--- src/rtl/drac_icache_miss_tracker.sv ---
// I$ miss tracker between the core refill port and the L1.5 adapter miss port.
// It holds one outstanding line refill at a time. Responses made stale by a core
// kill or by a matching invalidation are dropped. Invalidations are forwarded to
// the core one cycle later, and a sticky watchdog flags refills that never return.
//
//   state | meaning
//   IDLE  | no refill outstanding, accepting a core miss
//   REQ   | miss_valid_o held until the adapter accepts the line address
//   WAIT  | request accepted, waiting for the refill (watchdog counting)
module drac_icache_miss_tracker #(
  parameter int unsigned PAddrWidth    = 40,
  parameter int unsigned LineWidth     = 512,
  parameter int unsigned LineOffW      = 6,
  parameter int unsigned TimeoutCycles = 4096,
  parameter int unsigned CntWidth      = 13
) (
  input  logic                  clk_i,
  input  logic                  rstn_i,
  input  logic                  core_req_valid_i,
  output logic                  core_req_ready_o,
  input  logic [PAddrWidth-1:0] core_req_paddr_i,
  input  logic                  core_kill_i,
  output logic                  core_resp_valid_o,
  output logic [LineWidth-1:0]  core_resp_data_o,
  output logic                  core_inval_valid_o,
  output logic [PAddrWidth-1:0] core_inval_addr_o,
  output logic                  miss_valid_o,
  input  logic                  miss_ready_i,
  output logic [PAddrWidth-1:0] miss_paddr_o,
  input  logic                  resp_valid_i,
  input  logic [LineWidth-1:0]  resp_data_i,
  input  logic                  inval_valid_i,
  input  logic [PAddrWidth-1:0] inval_addr_i,
  output logic                  busy_o,
  output logic                  timeout_o
);

  typedef enum logic [1:0] {
    IDLE = 2'd0,
    REQ  = 2'd1,
    WAIT = 2'd2
  } state_e;

  localparam logic [PAddrWidth-1:0] OffMask  = PAddrWidth'((64'd1 << LineOffW) - 64'd1);
  localparam logic [CntWidth-1:0]   CntLastM = CntWidth'(TimeoutCycles - 1);

  state_e                state_q;
  logic [PAddrWidth-1:0] line_q;
  logic                  drop_q;
  logic [CntWidth-1:0]   cnt_q;
  logic                  inval_hit;
  logic                  stale;

  // A kill or an invalidation of the pending line makes the refill unusable.
  assign inval_hit = inval_valid_i &&
                     (inval_addr_i[PAddrWidth-1:LineOffW] == line_q[PAddrWidth-1:LineOffW]);
  assign stale     = core_kill_i | inval_hit;

  assign core_req_ready_o = (state_q == IDLE);
  assign busy_o           = (state_q != IDLE);
  assign miss_valid_o     = (state_q == REQ);
  assign miss_paddr_o     = line_q;

  // Tracker FSM, drop flag, watchdog, and registered core-facing outputs.
  always_ff @(posedge clk_i) begin
    if (!rstn_i) begin
      state_q            <= IDLE;
      line_q             <= '0;
      drop_q             <= 1'b0;
      cnt_q              <= '0;
      timeout_o          <= 1'b0;
      core_resp_valid_o  <= 1'b0;
      core_resp_data_o   <= '0;
      core_inval_valid_o <= 1'b0;
      core_inval_addr_o  <= '0;
    end else begin
      core_resp_valid_o  <= 1'b0;
      core_inval_valid_o <= inval_valid_i;
      if (inval_valid_i) begin
        core_inval_addr_o <= inval_addr_i;
      end
      case (state_q)
        IDLE: begin
          if (core_req_valid_i) begin
            line_q  <= core_req_paddr_i & ~OffMask;
            drop_q  <= 1'b0;
            cnt_q   <= '0;
            state_q <= REQ;
          end
        end
        REQ: begin
          // The request is still issued when stale; only its response is dropped.
          if (stale) begin
            drop_q <= 1'b1;
          end
          if (miss_ready_i) begin
            state_q <= WAIT;
          end
        end
        WAIT: begin
          if (resp_valid_i) begin
            if (!(drop_q || stale)) begin
              core_resp_valid_o <= 1'b1;
              core_resp_data_o  <= resp_data_i;
            end
            cnt_q   <= '0;
            state_q <= IDLE;
          end else begin
            if (stale) begin
              drop_q <= 1'b1;
            end
            if (cnt_q != '1) begin
              cnt_q <= cnt_q + CntWidth'(1);
            end
            // Flag raised on the edge where the counter reaches TimeoutCycles.
            if (cnt_q == CntLastM) begin
              timeout_o <= 1'b1;
            end
          end
        end
        default: state_q <= IDLE;
      endcase
    end
  end

endmodule

--- config.mk ---
export PLATFORM = sky130hd
export DESIGN_NAME = drac_icache_miss_tracker
export DESIGN_NICKNAME = d
export VERILOG_FILES = /design/src/rtl/drac_icache_miss_tracker.sv
export SDC_FILE = /design/constraint.sdc
export NUM_CORES = 1
export LEC_CHECK = 0
export BUFFER_PORTS_ARGS = -buffer_cell sky130_fd_sc_hd__clkbuf_2
export CAP_MARGIN = 20
export CORE_AREA = 2 2 473 475
export DETAILED_ROUTE_END_ITERATION = 8
export DIE_AREA = 0 0 475 477
export GPL_TIMING_DRIVEN = 0
export PLACE_DENSITY_LB_ADDON = 0.1
export SLEW_MARGIN = 0
export SYNTH_ARGS = -nofsm -noshare
export SYNTH_HDL_FRONTEND = slang
export SYNTH_SLANG_ARGS = --single-unit
--- constraint.sdc ---
create_clock -name clk_i -period 5.99 [get_ports clk_i]
set_input_delay 0.2995 -clock clk_i [delete_from_list [all_inputs] [get_ports clk_i]]
set_output_delay 0.2995 -clock clk_i [all_outputs]
set_load 0.02 [all_outputs]
Word level (Yosys, flattened, before mapping)

Index checks and enable logic that the tools add are counted.

Input bits: 599
Memory bits (read-only): 0
Output and inout bits: 598
Latch bits: 0
Memories: 0
Register bits: 605
Bits in writable memories: 0

Shift-type cells: 0
Multiplexer cells: 13
Divide/modulo/power cells: 0
Equality and inequality tests: 10
Bitwise operators: 3
$mul: 0
Add/sub/neg operators: 1
Order comparisons: 0
Reduce and logical (&&, ||, !) cells: 13

Operators with widths:

| kind                  | number |
|---|---|
| $mux 13               | 3 |
| $eq 34x34->1          | 1 |
| $pmux 13 s2           | 1 |
| $reduce_and 3->1      | 6 |
| $add 13x1->13 const B | 1 |
| $eq 13x12->1 const B  | 1 |
| $ne 13x13->1 const B  | 1 |
| $mux 2                | 3 |
| $ne 2x2->1 const B    | 3 |
| $pmux 2 s3            | 1 |
| $mux 1                | 4 |
| $reduce_bool 2->1     | 2 |
| $ne 3x3->1 const B    | 1 |
| $pmux 1 s3            | 1 |
| $reduce_bool 3->1     | 1 |
| $eq 2x1->1 const B    | 1 |
| $eq 2x2->1 const B    | 1 |
| $logic_not 2->1       | 1 |
| $ne 2x1->1 const B    | 1 |
| $not 1->1             | 2 |
| $reduce_and 2->1      | 1 |
| $logic_and 1x1->1     | 1 |
| $logic_or 1x1->1      | 1 |
| $or 1x1->1            | 1 |

Logic depth before layout (Yosys ltp)

Gate-level depths: netlist of the first run.

Depth after elaboration: 6
Gate-level depth with buffers: 10
Depth with buffers taken out: 8

Worst setup path after synthesis of the first run

OpenSTA, ideal clock, no wires.

Path type: reg-to-reg
Start: register line_q[25] (netlist: miss_paddr_o[25])
End: register core_resp_valid_o
Required time: 5875 ps
Data arrival time: 2232 ps
Stages on the path, launching flop included: 9
Library setup time: 115 ps
Period minus slack after synthesis: 2347 ps
Slack: 3643 ps
Path through: dfxtp_1 -> xnor2_1 -> o2111ai_1 -> or4_4 -> o31a_1 -> clkbuf_1 -> clkbuf_1 -> buf_2 -> and2_1

Longest elaborated chain between the ends: 5

Ends and longest elaborated chain:

| what                   | line | RTL |
|---|---|---|
| from (decl)            | 48   | `logic [PAddrWidth-1:0] line_q;` |
| from (signal assigned) | 85   | `line_q <= core_req_paddr_i & ~OffMask;` |
| $eq 34x34->1           | 56   | `(inval_addr_i[PAddrWidth-1:LineOffW] == line_q[PAddrWidth-1:LineOffW]);` |
| $logic_and 1x1->1      | 55   | `assign inval_hit = inval_valid_i &&` |
| $or 1x1->1             | 57   | `assign stale = core_kill_i \| inval_hit;` |
| $logic_or 1x1->1       | 102  | `if (!(drop_q \|\| stale)) begin` |
| $mux 1                 | 102  |  |
| to (signal assigned)   | 72   | `core_resp_valid_o <= 1'b0;` |
| to (signal assigned)   | 77   | `core_resp_valid_o <= 1'b0;` |
| to (signal assigned)   | 103  | `core_resp_valid_o <= 1'b1;` |
| to (decl)              | 23   | `output logic core_resp_valid_o,` |

Every way passes these cells.
A chain may end at the register's enable or synchronous reset.

Worst setup path after layout of the first run

Start: register line_q[35] (netlist: miss_paddr_o[35])
End: register core_resp_data_o[305]

Longest elaborated chain between the ends: 6

Ends and longest elaborated chain:

| what                              | line | RTL |
|---|---|---|
| $eq 34x34->1                      | 56   |  |
| $logic_and 1x1->1                 | 55   |  |
| $or 1x1->1                        | 57   |  |
| $logic_or 1x1->1                  | 102  |  |
| $not 1->1 (no source line)        | --   |  |
| $reduce_and 3->1 (no source line) | --   |  |
| to (signal assigned)              | 104  | `core_resp_data_o <= resp_data_i;` |
| to (decl)                         | 24   | `output logic [LineWidth-1:0] core_resp_data_o,` |

Every way passes these cells.

==> results of run 1 <==
tightest hold or removal path, stage by stage:
cell and delay, ps:
clkbuf_2 130, nand2_1 190, a21boi_0 110
synth_stat cells (2+ instances only):
cell	instances	area share, %
mux2i_1	41	1.8
nand4_1	4	0.11
and2_1	4	0.11
nand2b_1	5	0.14
buf_2	99	2.2
inv_1	6	0.099
buf_4	7	0.23
nor4_1	8	0.22
or3_1	4	0.11
a21boi_1	480	16
nand3_1	9	0.20
nand2_1	1100	18
xnor2_1	6	0.23
o21ai_0	8	0.18
and4_1	2	0.077
a21oi_1	6	0.13
clkbuf_1	88	1.4
ha_1	4	0.22
nor3_1	4	0.088
nor2_1	12	0.20
a21boi_0	66	2.2
buf_1	4	0.066
dfxtp_1	605	53
xor2_1	32	1.2
o31a_1	2	0.077
o21a_1	2	0.066
nor2b_1	41	1.1
worst max-delay path by stage:
stage	start	endpoint	slack, ps	depth (start not counted)
2_1_floorplan	miss_paddr_o[25]	core_resp_valid_o	3640	8
3_3_place_gp	inval_addr_i[39]	core_resp_data_o[171]	1080	10
3_5_place_dp	inval_valid_i	core_resp_data_o[305]	2010	10
4_1_cts	miss_paddr_o[35]	core_resp_data_o[311]	2350	10
5_1_grt	miss_paddr_o[35]	core_resp_data_o[310]	2330	10
6_report	miss_paddr_o[35]	core_resp_data_o[305]	2630	10
cell type report:
class,instances,area [um2]
buffer,198,896
fill,25407,180000
clock buffer,130,2540
clock inverter,18,229
antenna,25,62.6
inverter,6,22.5
tap,2975,3720
multi-input combinational,1857,9790
timing repair buffer,1772,11900
sequential,605,12100
metal layers:
metal / track usage [%] / vias to the layer above
met4: 4.24 / 34
met1: 16.0 / 11589
met2: 23.1 / 959
met3: 5.00 / 192
li1: - / 12386
met5: 0 / -
repair_timing:
| item | 4_1_cts | 5_1_grt |
|---|---|---|
| hold buffers | 584 | 0 |
| gates resized for setup | 0 | 0 |
| endpoints found under the hold margin | 585 | 0 |
| setup endpoints to repair | 0 | 0 |
power by group through the flow:
stage	sequential (mW)	clock (mW)	combinational, mW
final	4.24	5.23	1.57
after global routing	4.25	5.64	1.70
after CTS	4.24	5.52	1.62
after detailed placement	4.33	0	1.26
after global placement	4.33	0	1.26
after floorplan	4.45	0	0.420
cell usage in the layout (no fill, tap or decap), drive strengths merged, types with 2 or more instances in the layout:
cell type	instances
a21boi	546
a21oi	6
and2	4
and4	2
buf	116
bufinv	3
clkbuf	1400
clkinv	10
conb	6
dfxtp	605
diode	25
dlygate4sd3	584
ha	4
inv	11
mux2i	41
nand2	1100
nand2b	5
nand3	9
nand4	4
nor2	12
nor2b	41
nor3	4
nor4	8
o21a	2
o21ai	9
o31a	2
or3	4
xnor2	6
xor2	32
logic make-up after synthesis:
group / Yosys count / share of synthesized area (%)
mux: 42 / 1.85
fa+ha+maj: 4 / 0.220
other cells: 1 / 0.0164
buf+inv: 204 / 4.02
flops: 605 / 53.1
simple gates: 1196 / 20.6
xor+xnor: 38 / 1.46
compound gates: 571 / 18.7
sequential cells by signal (all words and copies together), names as in the netlist:
register	flops
core_resp_valid_o	1
state_q	2
timeout_o	1
cnt_q	13
miss_paddr_o	34
core_resp_data_o	512
core_inval_valid_o	1
core_inval_addr_o	40
drop_q	1
stage by stage:
step | instances | power [mW] | hold slack (ps) | utilization (%) | cell area, um2
5_1_grt | 7573 | 11.6 | 39.1 | 18.6 | 41200
6_report | 7586 | 11.0 | 81.9 | 18.6 | 41300
3_3_place_gp | 6823 | 5.59 | 442 | 14.7 | 32500
3_5_place_dp | 6829 | 5.59 | 444 | 14.7 | 32600
2_1_floorplan | 2666 | 4.87 | 434 | - | 22800
4_1_cts | 7561 | 11.4 | 1.41 | 18.6 | 41200
==> impl_results.md, run 1 <==
* Layout cell share with drive strength beyond 1 at roughly 31%
* Clock Tree Buf Depth at 3
* IO buf count at 1182
* CTS buffer count at 88
* Internal reg-to-reg setup slack at about 2600 ps
* Post-Route Setup TNS at 0 ps
* Crit path kind: register to register
* RSZ-0062 raised after global routing: false
* Hold path depth at 3
* Worst path cell trace: xnor2_1 -> nand2_1 -> or4_4 -> o31ai_4 -> buf_8 -> buf_16 -> buf_2 -> buf_2 -> nand2_1 -> a21boi_1
* Die height at about 480 um
* TritonCTS clock tree: yes
* DR iter-0 viols at 770
* VDD IR max at between 0.15 and 0.2 mV
* P per Cell Area at between 200 and 300 mW/mm2
* Slew HR at a little under a third
* Worst Path Arrival at ~4000 ps
* Combinational power share at around 14%
* Total gr overflow at 0
* Post-synth EDFFs at 0
* Hold EP: core_resp_data_o[468]
* Final Routed Wirelength at between 150000 and 200000 um
* Pleak at ~17 nW
* Crit path buf inv count at 4
* Htree depth at 3
* Post-CTS Setup Bufs at 0
* #FFs+latches synth at ~610
* Die area at about 0.23 mm2
* Nets at 5131
* Clock Pin Slew Worst Setup and Hold Paths at about 60 ps
* Final worst slack at 2630 ps
* Antenna violations before repair at 66
* Yosys warnings at 0
* Sequential share of the synthesized area at between 50% and 60%
* Clock tree sinks at 605
* IO Count at roughly 1200
* Met1 WL at 67200 um
* Required time worst endpoint at 6620 ps
* Syn Inst Count at between 2000 and 3000
* GRT Util Overall at 13.7%
* Pre-CTS WS at approximately 2000 ps
* HPWL Detailed at between 100000 and 150000 um
* Critical Path End Type: register
* Initial Utilization at between 10% and 20%
* Syn Area/Cell at between 8 and 9 um2
* DR vias at roughly 25000
* CTS root buf: clkbuf_16
* Slew @ Worst Pin at ~1000 ps
* Met2 wire len at roughly 75000 um
* Max-cap check violation count at 0
* Async set-reset flop share out of synthesis at 0%
* Clock Skew at between 30 and 40 ps
* Largest net degree at the start of global routing at 13
* CP delay by family, top: buffers and inverters
* Clock power share at a little under half
* Sequential Power Share at between 30% and 40%
* Worst setup SP type: register
* FP Rows at ~170
* Main synth FF type: dfxtp_1
* Crit path largest cell delay at ~520 ps
* Hold crit path type: primary input to register
* Area delta synth->final at 81.0%
* Final Setup Violations at 0
* First-pass GRT wire length at 216000 um
* Fin crit period at 3360 ps
* Vias per cell at around 3.3
* Detail Route Antenna Nets at 0
* Chip width at about 480 um
* Slew Limit Fails at 0
* Synthesized cell area at ~0.023 mm2
* CP Max Fanout at 10
* DR top layer: met5
* Reg2reg start: miss_paddr_o[35]
* Clock Latency Late Sink at 710 ps
* Sw Pwr at ~3.2 mW
* Final Hold Fails at 0
* Hold Startpoint: resp_data_i[468]
* Final period util at a little under three fifths
* Internal power at ~7.9 mW
* First-pass iteration count of the detailed router at 4
* Outcome: completed
* R2R depth at 10
* Met3 Wirelength at 13400 um
* Vias in the first global route at 26015
* GPL Wtd Cong at between 0.7 and 0.8
* Core outline area at between 0.2 and 0.25 mm2
* DRC Markers at 0
* Sw Ratio at 28.6%
* Crit path max-delay cell type: or4_4
* Reg2reg end: core_resp_data_o[305]
* Fmax at 298 MHz
* Routed wire per std cell at roughly 21 um
* Post-synth cell types at 39
(Power assumes the default switching activity.)
==> run 2, diff against run 1 <==
==> constraint.sdc (replaced) <==
create_clock -name clk_i -period 3.1 [get_ports clk_i]
set_input_delay 0.155 -clock clk_i [delete_from_list [all_inputs] [get_ports clk_i]]
set_output_delay 0.155 -clock clk_i [all_outputs]
set_load 0.02 [all_outputs]
==> run 2 against run 1 <==
Sequential share of layout area down 0.12 points. Clock power increased by 93%. Worst setup slack lost 2400 ps. Global-route usage hardly changed. Fmax rose by 15%. First-iteration DRC count is 0.52% lower. Clock skew is 2.5 ps lower. Register-to-register slack lost 2400 ps. Non-clock buffer count rose by 10. Critical path depth is the same. Largest cell class unchanged.
==> impl_results.md, run 2 (synthesis results as in run 1) <==
* FF+latch area at around 0.012 mm2
* Post-Route Setup TNS at 0 ps
* DR iter-0 viols at approximately 770
* Fillcell total at around 25000
* Hold path depth at 4
* Hold slack at 134 ps
* Largest net degree at the start of global routing at 13
* P per Cell Area at a little over 500 mW/mm2
* DR vias at roughly 25000
* Most flop-heavy register: core_resp_data_o
* Reg2reg end: core_resp_data_o[337]
* Detail Route Antenna Nets at 0
* Final Setup Violations at 0
* CP delay by family, top: simple AND/OR/NAND/NOR gates
* Clock tree sinks at approximately 600
* Required time worst endpoint at approximately 3700 ps
* Htree depth at 3
* Final Hold Fails at 0
* Reg2reg start: miss_paddr_o[35]
* First-pass GRT wire length at ~220000 um
* Antenna violations before repair at 63
* Worst Path Arrival at approximately 3500 ps
* Max-cap check violation count at 0
* Multi-input gate area at around 0.0098 mm2
* TritonCTS clock tree: yes
* Slew @ Worst Pin at 994 ps
* Fmax at 343 MHz
* CP Max Fanout at 11
* Area delta synth->final at 81.7%
* Clock Latency Late Sink at slightly above 700 ps
* GRT Util Overall at 13.7%
* Hold EP: miss_paddr_o[6]
* Commonest non-fill, non-tap cell in the layout: clkbuf_2
* Hold crit path type: primary input to register
* VDD IR max at 0.337 mV
* Vias in the first global route at between 20000 and 30000
* Die height at between 400 and 500 um
* GPL Wtd Cong at approximately 0.80
* Final period util at around 94%
* Crit path kind: register to register
* Worst path cell trace: xnor2_2 -> nand2_1 -> or4_4 -> o31a_1 -> clkbuf_2 -> buf_12 -> clkbuf_4 -> buf_2 -> nand2_1 -> a21boi_1
* IO buf count at 1182
* Hold Startpoint: core_req_valid_i
* Die area at approximately 0.23 mm2
* Crit path max-delay cell type: or4_4
* Pleak at 17.1 nW
* Crit path buf inv count at 4
* Routed wire per std cell at between 20 and 25 um
* Commonest cells after routing, fill and taps aside: clkbuf_2 (1185), nand2_1 (1098), dfxtp_1 (605), dlygate4sd3_1 (593), a21boi_1 (480)
* Post-DP Area at approximately 0.033 mm2
* IO Count at about 1200
* CTS root buf: clkbuf_16
* Slew Limit Fails at 0
* Layout cell share with drive strength beyond 1 at a little under a third
* Largest register FFs at a little over 500
* Clock Tree Buf Depth at 3
* Clock Pin Slew Worst Setup and Hold Paths at ~60 ps
* CP dominant cell by count: nand2_1
* Core outline area at 0.221 mm2
* DRC Markers at 0
* Clock Skew at 29.1 ps
* HPWL Detailed at about 130000 um
* R2R depth at 10
* Fin crit period at a little under 3000 ps
* Vias per cell at 3.32
* Total gr overflow at 0
* Internal reg-to-reg setup slack at approximately 180 ps
* Worst setup SP type: register
* FP Rows at approximately 170
* First-pass iteration count of the detailed router at 4
* Chip width at 475 um
* Final Routed Wirelength at roughly 160000 um
* Outcome: completed
* Initial Utilization at between 10% and 20%
* Slew HR at around a third
* CTS buffer count at about 90
* Critical Path End Type: register
* RSZ-0062 raised after global routing: false
* Crit path largest cell delay at 520 ps
* Nets at 5141
* Final instance area at just over 0.04 mm2
run 2: cell types whose count changed in the layout (fill, tap and decap cells not counted), sizes merged:
cell and change:
diode +3, dlygate4sd3 +9, buf +1
run 2: worst max-delay path by stage:
| stage | endpoint | slack [ps] | cells after the start | start |
|---|---|---|---|---|
| 6_report | core_resp_data_o[337] | 180 | 10 | miss_paddr_o[35] |
| 5_1_grt | core_resp_data_o[180] | 10 | 10 | miss_paddr_o[39] |
| 4_1_cts | core_resp_data_o[501] | 10 | 10 | miss_paddr_o[39] |
| 3_5_place_dp | core_resp_data_o[305] | -740 | 10 | inval_valid_i |
| 3_3_place_gp | core_resp_data_o[171] | -1760 | 9 | miss_paddr_o[39] |
| 2_1_floorplan | core_resp_valid_o | 750 | 8 | miss_paddr_o[25] |
run 2: where the power goes:
part | switching, mW | total (mW) | internal [mW]
Combinational | 1.72 | 3.05 | 1.33
Clock | 4.22 | 10.1 | 5.90
Sequential | 0.175 | 8.19 | 8.02
Total | 6.11 | 21.4 | 15.3
run 2: repair_timing:
item | CTS | global route
cloned | 0 | 0
buffers inserted | 1 | 0
hold buffers | 593 | 0
pin swaps | 1 | 0
hold endpoints to repair | 592 | 0
gates resized for setup | 18 | 2
setup endpoints to repair | 435 | 225
run 2: routing by layer:
metal / vias to the layer above / global-route usage, % / wire [um]
li1: 12409 / - / -
met1: 11602 / 16.1 / 67400
met2: 963 / 23.1 / 75500
met3: 188 / 4.93 / 13400
met4: 30 / 4.24 / 4630
met5: - / 0 / 190
run 2: per-stage QoR:
stage | power, mW | utilization, % | cells | worst slack (ps)
after floorplan | 9.40 | - | 2666 | 753
after global placement | 10.8 | 14.7 | 6823 | -1760
after detailed placement | 10.8 | 14.7 | 6829 | -740
after CTS | 22.0 | 18.7 | 7571 | 12.8
after global routing | 22.4 | 18.7 | 7583 | 9.83
final | 21.4 | 18.7 | 7599 | 181
run 2: worst reg2reg max path: stages (launching register included):
cell and delay (ps):
dfxtp_1 340, xnor2_2 260, nand2_1 220, or4_4 520, o31a_1 330, clkbuf_2 120, buf_12 150, clkbuf_4 280
buf_2 250, nand2_1 230, a21boi_1 90
run 2: area by class of cell:
type / count / share of cell area, %
clock buffers: 130 / 6.13
multi-input cells: 1857 / 23.7
inverters: 6 / 0.0543
diodes: 28 / 0.169
plain buffers: 198 / 2.24
flip-flops and latches: 605 / 29.2
well taps: 2975 / 8.98
repair buffers: 1782 / 28.9
clock inverters: 18 / 0.553
